### src/rtl/cos_dp.sv
// ---------------------------------------------------------------------------
// cos_dp : datapath for a Taylor-series cosine evaluator.
//
// The external controller sequences one series term per three cycles:
//    A : pp <= pp * x^2          (sel_x2 + sel_pp + ld_pp)
//    B : pp <= pp * ROM[cnt]     (sel_ROM + sel_pp + ld_pp)
//    C : ps <= ps -/+ pp, flip sign, advance term counter
//        (ld_ps + toggle + inc_cnt)
// ROM[i] = floor(65536 / ((2i+1)(2i+2))), i.e. the factorial step between
// consecutive even-order terms.  All values are unsigned Q0.16, with
// 16'hFFFF standing in for 1.0.
//
// Ports
//    clk           rising-edge clock
//    rst           asynchronous active-low reset, clears every register
//    x[15:0]       angle, Q0.16
//    y[7:0]        term-magnitude threshold in LSBs
//    toggle .. sel_pp  single-bit active-high controls from the sequencer
//    cos_bus[15:0] partial sum ps (cos x once the series has converged)
//    cnt_co        term counter is at 7
//    not_continue  current term pp is below the threshold
// ---------------------------------------------------------------------------
module cos_dp (
   input  logic        clk,
   input  logic        rst,
   input  logic [15:0] x,
   input  logic [7:0]  y,
   input  logic        toggle,
   input  logic        inc_cnt,
   input  logic        ld_ps,
   input  logic        init_pp,
   input  logic        init_ps,
   input  logic        init_cnt,
   input  logic        init_DFF,
   input  logic        ld_y,
   input  logic        ld_x2,
   input  logic        sel_x,
   input  logic        sel_x2,
   input  logic        sel_ROM,
   input  logic        ld_pp,
   input  logic        sel_pp,
   output logic [15:0] cos_bus,
   output logic        cnt_co,
   output logic        not_continue
);

   localparam logic [15:0] ONE_Q16 = 16'hFFFF;

   logic [15:0] x2_q, x2_d;
   logic [7:0]  y_reg_q, y_reg_d;
   logic [15:0] pp_q, pp_d;
   logic [15:0] ps_q, ps_d;
   logic [2:0]  cnt_q, cnt_d;
   logic        s_q, s_d;

   logic [15:0] op_a;
   logic [15:0] op_b;
   logic [15:0] rom_data;
   logic [31:0] prod_full;
   logic [15:0] prod;
   logic [15:0] prod_frac_unused;

   // Coefficient ROM indexed by the term counter.
   always_comb begin
      rom_data = 16'h0000;
      case (cnt_q)
         3'd0: rom_data = 16'h8000;
         3'd1: rom_data = 16'h1555;
         3'd2: rom_data = 16'h0888;
         3'd3: rom_data = 16'h0492;
         3'd4: rom_data = 16'h02D8;
         3'd5: rom_data = 16'h01F0;
         3'd6: rom_data = 16'h0168;
         3'd7: rom_data = 16'h0111;
         default: rom_data = 16'h0000;
      endcase
   end

   // Operand muxes: sel_x squares the angle (x * x) for the x2 load.
   always_comb begin
      op_a = sel_x ? x : pp_q;
   end

   always_comb begin
      op_b = ONE_Q16;
      if (sel_x) begin
         op_b = x;
      end else if (sel_x2) begin
         op_b = x2_q;
      end else if (sel_ROM) begin
         op_b = rom_data;
      end
   end

   // Single shared multiplier; the fractional low half is discarded.
   assign prod_full        = {16'h0000, op_a} * {16'h0000, op_b};
   assign prod             = prod_full[31:16];
   assign prod_frac_unused = prod_full[15:0];

   always_comb begin
      x2_d    = x2_q;
      y_reg_d = y_reg_q;
      pp_d    = pp_q;
      ps_d    = ps_q;
      cnt_d   = cnt_q;
      s_d     = s_q;

      if (ld_x2) begin
         x2_d = prod;
      end

      if (ld_y) begin
         y_reg_d = y;
      end

      if (init_pp) begin
         pp_d = ONE_Q16;
      end else if (ld_pp) begin
         pp_d = sel_pp ? prod : ONE_Q16;
      end

      // s_q here is the pre-edge sign, so a same-cycle toggle only affects
      // the next accumulation.
      if (init_ps) begin
         ps_d = ONE_Q16;
      end else if (ld_ps) begin
         ps_d = s_q ? (ps_q - pp_q) : (ps_q + pp_q);
      end

      if (init_DFF) begin
         s_d = 1'b1;
      end else if (toggle) begin
         s_d = ~s_q;
      end

      if (init_cnt) begin
         cnt_d = 3'd0;
      end else if (inc_cnt) begin
         cnt_d = cnt_q + 3'd1;
      end
   end

   always_ff @(posedge clk or negedge rst) begin
      if (!rst) begin
         x2_q    <= 16'h0000;
         y_reg_q <= 8'h00;
         pp_q    <= 16'h0000;
         ps_q    <= 16'h0000;
         cnt_q   <= 3'd0;
         s_q     <= 1'b0;
      end else begin
         x2_q    <= x2_d;
         y_reg_q <= y_reg_d;
         pp_q    <= pp_d;
         ps_q    <= ps_d;
         cnt_q   <= cnt_d;
         s_q     <= s_d;
      end
   end

   assign cos_bus      = ps_q;
   assign cnt_co       = (cnt_q == 3'd7);
   assign not_continue = (pp_q < {8'h00, y_reg_q});

endmodule

### config.mk
export PLATFORM = sky130hd
export DESIGN_NAME = cos_dp
export DESIGN_NICKNAME = d
export VERILOG_FILES = /design/src/rtl/cos_dp.sv
export SDC_FILE = /design/constraint.sdc
export NUM_CORES = 1
export LEC_CHECK = 0
export CAP_MARGIN = 20
export CORE_ASPECT_RATIO = 0.7
export CORE_UTILIZATION = 45
export DETAILED_ROUTE_END_ITERATION = 7
export MAX_ROUTING_LAYER = met4
export SLEW_MARGIN = 20
export SYNTH_ARGS = -nofsm -noshare
export SYNTH_HDL_FRONTEND = slang
export SYNTH_SLANG_ARGS = --single-unit
### constraint.sdc
create_clock -name clk -period 7.9 [get_ports clk]
set_clock_uncertainty 0.05 [all_clocks]
set_input_delay 1.58 -clock clk [delete_from_list [all_inputs] [get_ports clk]]
set_output_delay 1.58 -clock clk [all_outputs]
set_load 0.02 [all_outputs]
==> metrics.cfg, run 1 <==
[die]
die_width_um = 195
coreArea_um2 = 25700
die_height_um = 137
initial_util_pct = 45.8
ios = 58
fp.dieArea_um2 = 26800
row_count = 49

[status]
result_of_the_run = complete, but fails checks
failed_checks = negative setup slack

[routing]
ant_nets = 0
first_iter_violations = 578
via_per_inst = 5.26
drc_errors = 0
routedWlPerCell_um = 18.9
route.final.wire_length_mm = 36.3
num_vias = 10075
detail_route.first_pass.iterations = 5

[job]
max_cap_violations = 0

[synthesis]
netlist_instances = 1321
yosysTopAreaCellShare_pct = 33.0
yosys_register_bits = 60
synthDistinctLibCells = 65
seq_area_frac_synth_pct = 12.8
post-synth-top-area-cell = sky130_fd_sc_hd__fa_1
synth_warnings = 0
synthesis.area_per_instance_um2 = 8.91
top_cells_by_area_synth = sky130_fd_sc_hd__fa_1 33%, sky130_fd_sc_hd__ha_1 14%, sky130_fd_sc_hd__dfrtp_1 13%
dominantRegCellSynth = sky130_fd_sc_hd__dfrtp_1
synth_edf_count = 0
synth_async_reset_ratio_pct = 100
synth_fp_nets = 1686
syn-cell-area_um2 = 11800

[sta]
setup_ws_ps = -3.69
relSlewSlack_pct = 40.9
setup-violations-final = 1
fmax_ghz = 0.127
grt_setup_unrepaired = true
final_hold_viols = 0
final-max-slew-violation-count = 0
fin_crit_sh_pct = 100
worstMarginPinSlew_ps = 884
min_period_ps = 7900

[hold_path]
hold_depth = 1
hold_class = flip-flop to flip-flop

[global_route]
first_pass_grt_wire_length_mm = 57.9
grtUsageTotal_pct = 29.4
grt_start_max_net_pins = 61
initial_antenna_violation_count = 0
grt_remaining_overflow = 0
first_global_vias = 10321

[clock_tree]
cts-root-to-sink-buffers = 2
worst_setup_hold_path_clk_slew_ps = 60
cts_buffers = 9
worstSkewPairLatency_ps = 340
cts-htree-levels = 3
clock_tree.root_cell = sky130_fd_sc_hd__clkbuf_16
clkSinkCount = 60
tritoncts_clock_tree = done

[worst_setup_path]
timing.reg2reg.worst_path_depth = 31
critical_path.endpoint_type = flip-flop
worst-path-max-fanout = 7
worst_ep_arrival_time_ps = 8070
critPathRequiredTime_ps = 8060
start_kind = primary input
path_class = primary input to flip-flop

[cells_and_area]
multi_input_comb_area_um2 = 9960
final_nets = 1945
final_util_pct = 60.6
postLayoutCellArea_um2 = 15600
num-fill-cells = 2257
drive_above_1_share_pct = 26.5
antenna_cells = 0
layout.area.seq_um2 = 1500
area_growth_syn_to_layout_pct = 32.2

[place]
placedInstanceArea_um2 = 14300
dp_slack_ps = -1100
numPortBuffers = 57
gp_congestion = 0.975
dp.final_hpwl_mm = 30.7

## Yosys cell counts (4+ instances only)
library cell               instances
sky130_fd_sc_hd__xnor2_1          33
sky130_fd_sc_hd__o31ai_1           5
sky130_fd_sc_hd__or3_1             9
sky130_fd_sc_hd__nor3_1           14
sky130_fd_sc_hd__o21a_1           11
sky130_fd_sc_hd__o21ai_1          14
sky130_fd_sc_hd__a211o_1           5
sky130_fd_sc_hd__a211oi_1          4
sky130_fd_sc_hd__a21o_1            7
sky130_fd_sc_hd__nand3_1           6
sky130_fd_sc_hd__o22a_1           16
sky130_fd_sc_hd__nand2b_1         11
sky130_fd_sc_hd__mux2_2           21
sky130_fd_sc_hd__dfrtp_1          60
sky130_fd_sc_hd__clkbuf_1         31
sky130_fd_sc_hd__a21boi_0          8
sky130_fd_sc_hd__and2_1           15
sky130_fd_sc_hd__xor2_1            9
sky130_fd_sc_hd__o22ai_1           4
sky130_fd_sc_hd__or2_2             9
sky130_fd_sc_hd__a21boi_1          6
sky130_fd_sc_hd__nor2_1          148
sky130_fd_sc_hd__a21oi_1          44
sky130_fd_sc_hd__and3_1            4
sky130_fd_sc_hd__nand2_1         167
sky130_fd_sc_hd__fa_1            194
sky130_fd_sc_hd__mux2i_1           7
sky130_fd_sc_hd__ha_1            131
sky130_fd_sc_hd__nor2b_1           9
sky130_fd_sc_hd__o21ai_0          30
sky130_fd_sc_hd__a31oi_1           5
sky130_fd_sc_hd__inv_1           239
## cell usage in the layout (no fill, tap or decap), drive strengths merged, types with 10 or more instances in the layout
master / instances
o21ai: 44
nand2b: 11
o21a: 11
nor2: 148
fa: 194
xnor2: 33
a21boi: 14
mux2: 21
o22a: 16
and2: 15
clkbuf: 11
nor2b: 10
a21oi: 45
inv: 239
dfrtp: 60
buf: 232
nor3: 14
ha: 131
nand2: 167
clkdlybuf4s50: 43
## area by class of cell
type,instances,area share [%]
clock inverters,5,0.241
flip-flops and latches,60,9.65
well taps,331,2.66
clock buffers,11,1.56
multi-input cells,983,64.0
inverters,241,5.90
repair buffers,285,16.0
## metal layers
metal	global-route usage, %	wire length [µm]
met5	-	0
met4	3.63	288
met3	5.85	2440
met2	43.0	15500
met1	43.1	18000
## repair_timing
item / in CTS / in global routing
pin swaps: 65 / 36
resized for setup: 122 / 80
buffers inserted: 23 / 16
setup endpoints to repair: 32 / 26
hold endpoints to repair: 0 / 0
hold buffers: 0 / 0
## worst max-delay path, stage by stage
cell,delay [ps]
sky130_fd_sc_hd__clkdlybuf4s50_1,470
sky130_fd_sc_hd__nand2_2,80
sky130_fd_sc_hd__o31ai_2,80
sky130_fd_sc_hd__buf_6,190
sky130_fd_sc_hd__buf_4,120
sky130_fd_sc_hd__nand2_1,90
sky130_fd_sc_hd__fa_1,530
sky130_fd_sc_hd__fa_1,550
sky130_fd_sc_hd__inv_1,60
sky130_fd_sc_hd__fa_1,540
sky130_fd_sc_hd__fa_2,440
sky130_fd_sc_hd__fa_1,500
sky130_fd_sc_hd__inv_1,50
sky130_fd_sc_hd__fa_1,480
sky130_fd_sc_hd__inv_1,60
sky130_fd_sc_hd__ha_4,280
sky130_fd_sc_hd__nand2_4,50
sky130_fd_sc_hd__or3_4,420
sky130_fd_sc_hd__a211oi_4,320
sky130_fd_sc_hd__o211ai_4,160
sky130_fd_sc_hd__a31oi_4,250
sky130_fd_sc_hd__a221oi_4,100
sky130_fd_sc_hd__o21ba_4,240
sky130_fd_sc_hd__xnor2_2,130
sky130_fd_sc_hd__mux2_4,270
## flip-flops by register name, indices dropped and copies added (netlist names)
| register | count |
|---|---|
| y_reg_q | 8 |
| cnt_q | 3 |
| pp_q | 16 |
| x2_q | 16 |
| s_q | 1 |
| cos_bus | 16 |
## per-stage QoR
step | std cells | hold slack (ps) | TNS [ps]
after global placement | 1863 | 446 | -21900
after global routing | 1916 | 481 | -991
after detailed placement | 1863 | 452 | -24810
final | 1916 | 466 | -3.69
after floorplan | 1321 | 425 | -152
after CTS | 1901 | 463 | -36.9
## worst paths after layout
check / startpoint / slack (ps) / to
setup / recovery: x[1] / -4 / x2_q[14]
hold / removal: x2_q[5] / 470 / x2_q[5]
setup reg to reg: cnt_q[0] / 390 / x2_q[14]
hold reg to reg: x2_q[5] / 470 / x2_q[5]
max in group asynchronous: rst / 5910 / cnt_q[0]
min in group asynchronous: rst / 1350 / cos_bus[15]
## kinds of logic after synthesis
kind of cell	Yosys count	share of synthesized area, %
xor gates and xnor gates	42	3.13
adders and majority gates	325	46.9
DFF	60	12.8
buffers and inverters	278	8.90
muxes	28	2.60
and+or+nand+nor	400	14.5
AOI/OAI and AO/OA	188	11.2
Power of run 1 is not shown: default switching activity piles up to over one toggle a cycle in this logic, so the estimate is an artifact.
==> inputs of run 2 (changes only) <==
--- a/config.mk
+++ b/config.mk
@@ -6,10 +6,12 @@
 export NUM_CORES = 1
 export LEC_CHECK = 0
 export CAP_MARGIN = 20
-export CORE_ASPECT_RATIO = 0.7
-export CORE_UTILIZATION = 45
+export CORE_ASPECT_RATIO = 0.8
+export CORE_UTILIZATION = 60
 export DETAILED_ROUTE_END_ITERATION = 7
 export MAX_ROUTING_LAYER = met4
+export PLACE_DENSITY = 0.79
+export SKIP_CTS_REPAIR_TIMING = 1
 export SLEW_MARGIN = 20
 export SYNTH_ARGS = -nofsm -noshare
 export SYNTH_HDL_FRONTEND = slang
==> run 2 against run 1 <==
Net effect: the run still ends with negative setup slack left; worst hold slack barely moved; via count rose by 3.6%; flip-flop and latch count did not move; cell count fell by 5.4%; die area fell by 25%; maximum frequency fell by 1.5%; sequential share of layout area rose by 0.27 points; non-clock buffer count fell by 29; largest cell class unchanged; highest routed layer unchanged.
==> metrics.cfg, run 2 (synthesized netlist as in run 1, its figures left out) <==
[status]
result_of_the_run = complete, but fails checks
failed_checks = negative setup slack

[die]
die_height_um = 127
coreArea_um2 = 19100
row_count = 45
die_width_um = 159
initial_util_pct = 61.7
ios = 58
fp.dieArea_um2 = 20200

[sta]
final.hold.worst_slack_ps = 466
finalSetupTns_ps = -433
setup_ws_ps = -126
final-max-slew-violation-count = 0
grt_setup_unrepaired = true
final_hold_viols = 0
fmax_ghz = 0.125
setup-violations-final = 6
relSlewSlack_pct = 40.2
fin_crit_sh_pct = 102
min_period_ps = 8030
worstMarginPinSlew_ps = 894

[worst_setup_path]
critPathMaxStageDelay_ps = 560
path_class = primary input to flip-flop
timing.reg2reg.worst_path_depth = 30
path_delay_family = adder cells
timing.critical_path.depth = 28
cp_slowest_cell = sky130_fd_sc_hd__fa_1
critPathRequiredTime_ps = 8060
critical_path.endpoint_type = flip-flop
start_kind = primary input
worst_ep_arrival_time_ps = 8190
critical_path_most_common_cell = sky130_fd_sc_hd__fa_1
worst-path-max-fanout = 6
critPathBufInv = 6

[cells_and_area]
final_nets = 1916
final_common_cell = sky130_fd_sc_hd__inv_1
area_growth_syn_to_layout_pct = 28.7
instances_no_fill = 1813
num-fill-cells = 1179
most-common-layout-cells = 230 x sky130_fd_sc_hd__inv_1, 189 x sky130_fd_sc_hd__fa_1, 174 x sky130_fd_sc_hd__buf_4, 154 x sky130_fd_sc_hd__nand2_1, 134 x sky130_fd_sc_hd__nor2_1
multi_input_comb_area_um2 = 9870
drive_above_1_share_pct = 23.3
antenna_cells = 0
layout.area.seq_um2 = 1500

[place]
dp.final_hpwl_mm = 29.1
dp_slack_ps = -987
placedCellCount = 1776
numPortBuffers = 57
gp_congestion = 1.05

[clock_tree]
cts-htree-levels = 3
worstSkewPairLatency_ps = 330
clock_tree.root_cell = sky130_fd_sc_hd__clkbuf_16
worst_setup_hold_path_clk_slew_ps = 50
cts_buffers = 9
clkSinkCount = 60
cts-root-to-sink-buffers = 2
tritoncts_clock_tree = done

[global_route]
initial_antenna_violation_count = 0
grt_remaining_overflow = 0
grt_start_max_net_pins = 55
first_global_vias = 10415
grtUsageTotal_pct = 37.3
first_pass_grt_wire_length_mm = 55.1

[routing]
first_iter_violations = 863
num_vias = 10440
route.final.wire_length_mm = 35.7
via_per_inst = 5.76
detail_route.first_pass.iterations = 7
ant_nets = 0
routedWlPerCell_um = 19.7
drc_errors = 0

[hold_path]
hold_class = flip-flop to flip-flop
hold_depth = 1

[job]
max_cap_violations = 0

==> run 2: changes by cell type in the layout (fill, tap and decap cells not counted), sizes merged <==
| cell | before | now |
|---|---|---|
| buf | 232 | 202 |
| clkinv | 5 | 3 |
| dlymetal6s2s | 5 | 7 |
| bufinv | 0 | 1 |
| clkdlybuf4s50 | 43 | 46 |
| clkbuf | 11 | 12 |
| dlygate4sd2 | 5 | 0 |
==> run 2: worst reg2reg max path, delay by kind of cell (launching register included) <==
kind	cells	cell delay [ps]
adders and majority gates	8	3330
AOI/OAI and AO/OA	10	2100
buffers and inverters	8	840
DFF	1	540
muxes	1	260
and+or+nand+nor	2	230
xor gates and xnor gates	1	80
==> run 2: per-layer routing <==
metal | GRT usage [%] | up-vias | routed length [µm] | share of wire [%]
li1 | - | 4650 | - | -
met1 | 52.7 | 5186 | 15300 | 43
met2 | 56.7 | 507 | 16500 | 46
met3 | 5.19 | 97 | 2870 | 8.0
met4 | 10.1 | 0 | 1090 | 3.1
met5 | - | - | 0 | 0
==> run 2: stage by stage <==
step	util, %	instance area (µm²)
5_1_grt	79.3	15100
4_1_cts	75.3	14400
3_3_place_gp	73.8	14100
6_report	79.3	15100
2_1_floorplan	-	12100
3_5_place_dp	73.8	14100
==> run 2: path summary, 6_finish.rpt <==
check	start	end	slack, ps
min	x2_q[11]	x2_q[11]	470
max reg2reg	cnt_q[0]	x2_q[14]	350
min reg2reg	x2_q[11]	x2_q[11]	470
max in group asynchronous	rst	y_reg_q[3]	5840
min in group asynchronous	rst	cos_bus[13]	1020
max	sel_x2	x2_q[14]	-130
==> run 2: cell type report <==
cell class	count	area share, %
Sequential cell	60	9.92
Tap cell	258	2.13
Clock buffer	11	1.60
Inverter	241	6.06
Multi-Input combinational cell	983	65.2
Clock inverter	4	0.331
Timing Repair Buffer	256	14.8
Power of run 2 is left out for the same reason.
==> inputs of run 3 (changes only) <==
--- a/config.mk
+++ b/config.mk
@@ -16,3 +16,4 @@
 export SYNTH_ARGS = -nofsm -noshare
 export SYNTH_HDL_FRONTEND = slang
 export SYNTH_SLANG_ARGS = --single-unit
+export TNS_END_PERCENT = 10
==> run 3 against run 2 <==
Net effect: the run still ends with negative setup slack left; critical path depth is 4 higher; setup slack improved by 19 ps; sequential share of layout area up 0.059 points; non-clock buffer count decreased by 1; cell count about the same.
==> metrics.cfg, run 3 (synthesized netlist as in run 1, its figures left out) <==
[status]
result_of_the_run = complete, but fails checks
failed_checks = negative setup slack

[die]
fp.dieArea_um2 = 20200
row_count = 45
initial_util_pct = 61.7
coreArea_um2 = 19100
ios = 58
die_width_um = 159
die_height_um = 127

[sta]
fin_crit_sh_pct = 101
final-max-slew-violation-count = 0
relSlewSlack_pct = 40.8
final_hold_viols = 0
min_period_ps = 8010
setup_ws_ps = -106
grt_setup_unrepaired = true
fmax_ghz = 0.125
setup-violations-final = 4
worstMarginPinSlew_ps = 886
finalSetupTns_ps = -310

[place]
numPortBuffers = 57
dp.final_hpwl_mm = 29.1
gp_congestion = 1.05

[cells_and_area]
area_growth_syn_to_layout_pct = 27.9
drive_above_1_share_pct = 22.8
num-fill-cells = 1199
most-common-layout-cells = 230 x sky130_fd_sc_hd__inv_1, 189 x sky130_fd_sc_hd__fa_1, 173 x sky130_fd_sc_hd__buf_4, 154 x sky130_fd_sc_hd__nand2_1, 134 x sky130_fd_sc_hd__nor2_1
final_util_pct = 78.9
final_common_cell = sky130_fd_sc_hd__inv_1
antenna_cells = 0
final_nets = 1915

[global_route]
first_global_vias = 10415
grt_start_max_net_pins = 55
grtUsageTotal_pct = 37.3
first_pass_grt_wire_length_mm = 55.1
grt_remaining_overflow = 0
initial_antenna_violation_count = 0

[worst_setup_path]
regToRegEndpoint = x2_q[14]
timing.reg2reg.worst_path_depth = 30
rr_startpoint = cnt_q[0]
setup.reg_to_reg.worst_slack_ps = 370
start_kind = primary input
worst_ep_arrival_time_ps = 8170
critical_path_most_common_cell = sky130_fd_sc_hd__fa_1
cp_slowest_cell = sky130_fd_sc_hd__fa_1
critPathMaxStageDelay_ps = 510
worst-path-max-fanout = 6
path_class = primary input to flip-flop
critPathRequiredTime_ps = 8060
critical_path.endpoint_type = flip-flop

[clock_tree]
cts-htree-levels = 3
worstSkewPairLatency_ps = 330
clock_tree.root_cell = sky130_fd_sc_hd__clkbuf_16
worst_setup_hold_path_clk_slew_ps = 50
cts-root-to-sink-buffers = 2
cts_buffers = 9
tritoncts_clock_tree = done
clkSinkCount = 60

[routing]
detail_route.first_pass.iterations = 5
route.final.wire_length_mm = 35.6
ant_nets = 0
via_per_inst = 5.75
num_vias = 10427
first_iter_violations = 858
drc_errors = 0
routedWlPerCell_um = 19.6

[hold_path]
timing.hold.worst.start = x2_q[11]
hold_end = x2_q[11]
hold_class = flip-flop to flip-flop
hold_depth = 1

[job]
max_cap_violations = 0

==> run 3: worst max-delay path by stage <==
| stage | from | end | slack (ps) | cells after the start |
|---|---|---|---|---|
| detailed placement | sel_ROM | x2_q[14] | -990 | 26 |
| floorplan | sel_x2 | x2_q[14] | -90 | 29 |
| global route | sel_ROM | x2_q[15] | -290 | 28 |
| global placement | sel_ROM | x2_q[14] | -900 | 26 |
| finish | sel_x2 | x2_q[14] | -110 | 32 |
| CTS | sel_ROM | x2_q[14] | -680 | 26 |
==> run 3: per-stage QoR <==
stage	cell area, µm²	hold slack, ps	instances	setup WS (ps)
2_1_floorplan	12100	425	1321	-94.1
3_3_place_gp	14100	442	1776	-905
3_5_place_dp	14100	448	1776	-987
4_1_cts	14400	462	1791	-677
5_1_grt	15100	490	1812	-295
6_report	15100	465	1812	-106
==> run 3: area by class of cell <==
| type | count | area (µm²) | area share (%) |
|---|---|---|---|
| multi-input cells | 983 | 9780 | 65.0 |
| repair buffers | 255 | 2230 | 14.8 |
| flip-flops and latches | 60 | 1500 | 9.98 |
| inverters | 241 | 917 | 6.09 |
| well taps | 258 | 323 | 2.14 |
| clock buffers | 11 | 243 | 1.61 |
| clock inverters | 4 | 50.0 | 0.333 |
==> run 3: metal layers <==
layer / vias to the layer above / part of all wire, % / GRT usage (%)
met2: 496 / 46 / 56.7
met4: 0 / 3.0 / 10.1
met5: - / 0 / -
met1: 5202 / 43 / 52.7
li1: 4646 / - / -
met3: 83 / 8.6 / 5.19
==> run 3: worst max-delay path, delay by kind of cell <==
family	cells	cell delay, ps
AO/OA/AOI/OAI	10	1940
XOR/XNOR	1	80
adder cells (fa/ha/maj)	7	3100
buffers and inverters	12	1130
multiplexers	1	260
AND/OR/NAND/NOR	1	70
Power of run 3 is left out for the same reason.
